--- config.mk ---
export PLATFORM = sky130hd
export DESIGN_NAME = nonce_dispatch_scheduler
export DESIGN_NICKNAME = d
export VERILOG_FILES = /design/src/rtl/nonce_dispatch_scheduler.sv
export SDC_FILE = /design/constraint.sdc
export NUM_CORES = 1
export LEC_CHECK = 0
export BUFFER_PORTS_ARGS = -buffer_cell sky130_fd_sc_hd__buf_2
export CORE_ASPECT_RATIO = 1.75
export CORE_MARGIN = 5
export CORE_UTILIZATION = 55
export CTS_BUF_LIST = sky130_fd_sc_hd__clkbuf_2
export DETAILED_ROUTE_END_ITERATION = 8
export PLACE_DENSITY = 0.91
export SLEW_MARGIN = 20
export SYNTH_ARGS = -nofsm -noshare
export SYNTH_HDL_FRONTEND = slang
export SYNTH_SLANG_ARGS = --single-unit
export TNS_END_PERCENT = 30
--- constraint.sdc ---
create_clock -name clk -period 9.2 [get_ports clk]
set_input_delay 0.92 -clock clk [delete_from_list [all_inputs] [get_ports clk]]
set_output_delay 0.92 -clock clk [all_outputs]
set_load 0.05 [all_outputs]
--- src/rtl/nonce_dispatch_scheduler.sv ---
// Round-robin nonce dispatcher and result collector for a pool of SHA-256 double-hash engines.
// Define SCHED_PERF_CNT_EN to add the hash_cnt result counter output.
module nonce_dispatch_scheduler #(
   parameter int NUM_ENG = 4,
   parameter int IDX_W   = 2
) (
   input  logic                   clk,
   input  logic                   reset,
   input  logic                   start,
   input  logic [31:0]            nonce_base,
   input  logic [31:0]            nonce_count,
   input  logic [31:0]            target,
   input  logic                   abort,
   input  logic [NUM_ENG-1:0]     eng_ready,
   output logic [NUM_ENG-1:0]     eng_start,
   output logic [31:0]            eng_nonce,
   input  logic [NUM_ENG-1:0]     eng_done,
   input  logic [32*NUM_ENG-1:0]  eng_hash,
   output logic [NUM_ENG-1:0]     eng_ack,
   output logic                   busy,
   output logic                   done,
   output logic                   found,
   output logic [31:0]            found_nonce,
   output logic [31:0]            found_hash
`ifdef SCHED_PERF_CNT_EN
   ,
   output logic [31:0]            hash_cnt
`endif
);

   typedef enum logic [1:0] {S_IDLE, S_DISPATCH, S_DRAIN, S_FINISH} state_t;

   state_t               state_q;
   logic [31:0]          next_nonce_q;
   logic [31:0]          remain_q;
   logic [31:0]          target_q;
   logic [IDX_W-1:0]     disp_ptr_q;
   logic [IDX_W-1:0]     coll_ptr_q;
   logic [NUM_ENG-1:0]   inflight_q;
   logic [NUM_ENG-1:0]   eng_start_q;
   logic [NUM_ENG-1:0]   eng_ack_q;
   logic [31:0]          eng_nonce_q;
   logic [31:0]          nonce_mem_q [NUM_ENG];
   logic                 busy_q;
   logic                 done_q;
   logic                 found_q;
   logic [31:0]          found_nonce_q;
   logic [31:0]          found_hash_q;
`ifdef SCHED_PERF_CNT_EN
   logic [31:0]          hash_cnt_q;
`endif

   logic [31:0]          hash_w [NUM_ENG];
   logic [NUM_ENG-1:0]   disp_cand;
   logic [NUM_ENG-1:0]   coll_cand;
   logic                 disp_vld;
   logic [IDX_W-1:0]     disp_idx;
   logic                 coll_vld;
   logic [IDX_W-1:0]     coll_idx;
   logic [31:0]          nonce_cur;
   logic [31:0]          remain_cur;
   logic                 accept;
   logic                 coll_active;
   logic                 win;
   logic                 disp_go;
   logic [NUM_ENG-1:0]   disp_mask;
   logic [NUM_ENG-1:0]   ack_mask;

   for (genvar gi = 0; gi < NUM_ENG; gi++) begin : g_hash
      assign hash_w[gi] = eng_hash[32*gi +: 32];
   end

   function automatic logic [IDX_W-1:0] rr_idx(input logic [IDX_W-1:0] ptr, input int k);
      int s;
      s = int'(ptr) + k;
      if (s >= NUM_ENG) s = s - NUM_ENG;
      return IDX_W'(s);
   endfunction

   function automatic logic [NUM_ENG-1:0] onehot(input logic [IDX_W-1:0] idx);
      logic [NUM_ENG-1:0] v;
      v      = '0;
      v[idx] = 1'b1;
      return v;
   endfunction

   assign disp_cand = eng_ready & ~inflight_q;
   assign coll_cand = eng_done & inflight_q;

   // Scan from the farthest offset down so the nearest candidate to the pointer wins.
   always_comb begin
      disp_vld = 1'b0;
      disp_idx = '0;
      coll_vld = 1'b0;
      coll_idx = '0;
      for (int k = NUM_ENG - 1; k >= 0; k--) begin
         if (disp_cand[rr_idx(disp_ptr_q, k)]) begin
            disp_vld = 1'b1;
            disp_idx = rr_idx(disp_ptr_q, k);
         end
         if (coll_cand[rr_idx(coll_ptr_q, k)]) begin
            coll_vld = 1'b1;
            coll_idx = rr_idx(coll_ptr_q, k);
         end
      end
   end

   // The accepting edge already dispatches from nonce_base so the first job leaves one cycle after start.
   assign accept      = (state_q == S_IDLE) && start;
   assign nonce_cur   = (state_q == S_IDLE) ? nonce_base : next_nonce_q;
   assign remain_cur  = (state_q == S_IDLE) ? nonce_count : remain_q;
   assign coll_active = coll_vld && ((state_q == S_DISPATCH) || (state_q == S_DRAIN));
   assign win         = coll_active && (state_q == S_DISPATCH) && !found_q &&
                        (hash_w[coll_idx] < target_q);
   assign disp_go     = disp_vld &&
                        ((accept && (nonce_count != 32'd0)) ||
                         ((state_q == S_DISPATCH) && (remain_q != 32'd0) && !found_q && !abort && !win));
   assign disp_mask   = disp_go ? onehot(disp_idx) : '0;
   assign ack_mask    = coll_active ? onehot(coll_idx) : '0;

   always_ff @(posedge clk) begin
      if (reset) begin
         state_q       <= S_IDLE;
         next_nonce_q  <= '0;
         remain_q      <= '0;
         target_q      <= '0;
         disp_ptr_q    <= '0;
         coll_ptr_q    <= '0;
         inflight_q    <= '0;
         eng_start_q   <= '0;
         eng_ack_q     <= '0;
         eng_nonce_q   <= '0;
         busy_q        <= 1'b0;
         done_q        <= 1'b0;
         found_q       <= 1'b0;
         found_nonce_q <= '0;
         found_hash_q  <= '0;
`ifdef SCHED_PERF_CNT_EN
         hash_cnt_q    <= '0;
`endif
      end else begin
         eng_start_q <= disp_mask;
         eng_ack_q   <= ack_mask;
         done_q      <= 1'b0;
         inflight_q  <= (inflight_q & ~ack_mask) | disp_mask;

         if (disp_go) begin
            eng_nonce_q            <= nonce_cur;
            nonce_mem_q[disp_idx]  <= nonce_cur;
            next_nonce_q           <= nonce_cur + 32'd1;
            remain_q               <= remain_cur - 32'd1;
            disp_ptr_q             <= rr_idx(disp_idx, 1);
         end

         if (coll_active) begin
            coll_ptr_q <= rr_idx(coll_idx, 1);
`ifdef SCHED_PERF_CNT_EN
            hash_cnt_q <= hash_cnt_q + 32'd1;
`endif
         end

         if (win) begin
            found_q       <= 1'b1;
            found_nonce_q <= nonce_mem_q[coll_idx];
            found_hash_q  <= hash_w[coll_idx];
         end

         case (state_q)
            S_IDLE: begin
               if (start) begin
                  busy_q        <= 1'b1;
                  found_q       <= 1'b0;
                  found_nonce_q <= '0;
                  found_hash_q  <= '0;
                  target_q      <= target;
`ifdef SCHED_PERF_CNT_EN
                  hash_cnt_q    <= '0;
`endif
                  if (!disp_go) begin
                     next_nonce_q <= nonce_base;
                     remain_q     <= nonce_count;
                  end
                  state_q <= (nonce_count == 32'd0) ? S_FINISH : S_DISPATCH;
               end
            end
            S_DISPATCH: begin
               if ((remain_q == 32'd0) || found_q || win || abort) state_q <= S_DRAIN;
            end
            S_DRAIN: begin
               if (inflight_q == '0) state_q <= S_FINISH;
            end
            S_FINISH: begin
               done_q  <= 1'b1;
               busy_q  <= 1'b0;
               state_q <= S_IDLE;
            end
            default: state_q <= S_IDLE;
         endcase
      end
   end

   assign eng_start   = eng_start_q;
   assign eng_ack     = eng_ack_q;
   assign eng_nonce   = eng_nonce_q;
   assign busy        = busy_q;
   assign done        = done_q;
   assign found       = found_q;
   assign found_nonce = found_nonce_q;
   assign found_hash  = found_hash_q;
`ifdef SCHED_PERF_CNT_EN
   assign hash_cnt    = hash_cnt_q;
`endif

endmodule

==> results.toml <==
[routing]
wl_met2_um = 26980
drt-met1-wl_um = 18930
highest_layer = "met4"
via_per_inst = 5.979
wl_um = 54090
drt-initial-drc-count = 1263
vias = 16842
post-route-drc-count = 0
antenna_left = 0
wl_met3_um = 4638
post_drt_wl_per_cell_um = 19.20
firstDrtPassIters = 9

[floorplan]
coreArea_mm2 = 0.03153
num_io_pins = 343
die_area_mm2 = 0.03572
start_util = 0.5566
die_h_um = 246.3
fp.dieW_um = 145.0
rows = 86

[power]
pwr-share-comb = 0.471
p_sw_frac = 0.4491
pwr-share-seq = 0.355
p_sw_w = 0.002809
p_clk_frac = 0.173
ir_drop_v = 0.0003041
powerDensity_mw_per_mm2 = 310.2
power.internal_w = 0.003446
leakage_nw = 8.361
p_total_w = 0.006255

[global_routing]
grt-ovfl-total = 0
antenna_found_initial = 5
grt.total_usage = 0.2904
grt_pass1_wl_um = 84940
grt_max_degree = 99
grt_pass1_vias = 16855

[sta]
drv_slew = 0
post-route-period-util = 0.6710
final_hold_viol_count = 0
tightest_slew_ps = 1133
rsz0062_at_grt = "no"
setup_tns_ps = 0
max-slew-margin-rel = 0.2449
whs_ps = 179.7
worst_slack_ps = 3026
fin_skew_ps = 78.22
fin_crit_ps = 6174
setup_viol = 0
fmax_ghz = 0.1620

[clock_network]
cts_hold_buf = 0
cts_buffer_depth = 3
cts-resized-gates = 0
cts_tree = "built"
cts-root-buf = "clkbuf_2"
cts.sinks = 341
numCtsBuffers = 75
clkTransAtPathRegs_ps = 110
insertion_delay_ps = 1000
cts_setup_buffers = 0
htree_levels = 3

[synth]
synth-edff-count = 128
syn_area_per_cell_um2 = 8.511
ys_seq_area_frac = 0.4620
synth_area_leader_cell = "dfxtp_1"
yosysWarnings = 0
synth_flop_cell = "dfxtp_1"
synth_top_area_share = 0.2430
synthCells = 2062
yosys-top-cells-area = "dfxtp_1, edfxtp_1, nand2_1"
syn_nets = 2343
ys_async_sr_fraction = 0
ys_seq_elements = 341
syn-cell-area_mm2 = 0.01755
synth_cell_types = 86

[place]
detailed_place_hpwl_um = 37300
gp_congestion = 1.013
place_inst = 2677
pre_cts_slack_ps = 2655
numPortBuffers = 342

[worst_hold_path]
holdCritPathClass = "in -> reg"

[worst_setup_path]
crit_fanout = 65
cp.arrival_ps = 7010
start_kind = "flop"
end_kind = "flop"
worstPathRequired_ps = 10040
critical_path_class = "reg -> reg"

[run_status]
status = "finished clean"

[finish]
syn_to_final_growth_pct = 14.89
nNetsFinal = 2639
n_fill_cell = 2587
layout-drive-gt1-share = 0.2260
fin_cells = 2817

[run]
max_cap_violations = 0
## stage by stage
step             util  area [um^2]
2_1_floorplan       -        17550
3_3_place_gp   0.6135        19340
3_5_place_dp   0.6135        19340
4_1_cts        0.6391        20150
5_1_grt        0.6395        20160
6_report       0.6395        20160
## power groups by stage
stage	sequential, W	clock (W)	combinational [W]
floorplan	0.00244	0	0.00199
global placement	0.00222	0	0.00277
detailed placement	0.00224	0	0.00289
CTS	0.00221	0.00110	0.00291
global route	0.00225	0.00118	0.00320
finish	0.00222	0.00108	0.00295
## layer usage
layer | vias to the layer above | track usage
met4 | 0 | 0.1971
met2 | 972 | 0.5031
met3 | 237 | 0.06238
li1 | 7788 | -
met1 | 7845 | 0.3165
met5 | - | 0
## worst max-delay path: stages (launching register included)
cell and delay [ps]:
dfxtp_1 490, nand2_1 160, o311a_1 420, nor2_4 130
clkinv_2 650, nand2_1 270, and3_1 180, a31oi_1 70
ha_1 390, nand4_1 170, nor4_1 640, o21ai_0 220
o221ai_1 460, a21o_1 270, or2_2 550, buf_4 530
nor2_1 110, a211oi_1 240
## cells in the final DEF (no fill, tap or decap), types with 17 or more instances in the layout
cell type,instances
o21ai_0,17
dfxtp_1,213
clkbuf_2,111
nand3_1,115
edfxtp_1,128
xnor2_1,40
a311oi_1,54
buf_2,341
buf_4,21
nor3_1,35
and3_1,39
inv_1,66
mux2i_1,43
a21oi_1,128
a31oi_1,34
a211oi_1,36
ha_1,44
nor2_1,136
nand2_1,563
xor2_1,18
## final timing paths
path,endpoint,depth (start not counted),startpoint,slack [ps]
setup / recovery,eng_nonce[17],17,inflight_q[2],3030
hold / removal,target_q[31],3,target[31],180
setup reg to reg,eng_nonce[17],17,inflight_q[2],3030
hold reg to reg,found_nonce[31],2,found_nonce[31],460
## logic make-up after synthesis
family	synth area share
fa+ha+maj	0.03208
flops	0.4620
xor+xnor	0.02895
mux	0.03558
buf+inv	0.05169
simple gates	0.2608
compound gates	0.1289
## cell type report
cell class | count | area, um^2 | area share
clock inverter | 24 | 251.5 | 0.01247
clock buffer | 111 | 555.5 | 0.02755
multi-input combinational | 1509 | 8615 | 0.4273
sequential | 341 | 8108 | 0.4021
tap | 396 | 495.5 | 0.02457
antenna | 5 | 12.51 | 0.0006206
timing repair buffer | 362 | 1864 | 0.09247
inverter | 69 | 260.3 | 0.01291
## synthesized netlist by cell type, types with 3 or more instances
master	count
a211oi_1	36
a21o_1	9
a21oi_1	128
a22oi_1	7
a311oi_1	54
a31oi_1	35
a32oi_1	3
and2_1	8
and3_1	39
buf_1	19
buf_2	22
buf_6	5
clkbuf_1	92
dfxtp_1	213
edfxtp_1	128
ha_1	45
inv_1	67
mux2_2	10
mux2i_1	43
mux2i_4	3
nand2_1	564
nand2b_1	6
nand3_1	115
nand3b_1	10
nand4_1	12
nor2_1	138
nor2b_1	11
nor3_1	35
nor3_2	8
nor3b_1	19
nor3b_2	3
nor4_1	13
o211ai_1	3
o21a_1	4
o21ai_0	17
o21ai_1	4
o22ai_1	3
o31ai_1	4
or2_1	3
or3_1	11
or4_1	3
xnor2_1	40
xor2_1	18
## state kept, by name, summed over array words and instances (netlist names), 32 cells and up
register / flops
found_nonce: 32
found_hash: 32
remain_q: 32
target_q: 32
nonce_mem_q: 128
next_nonce_q: 32
eng_nonce: 32
(Power assumes the default switching activity.)
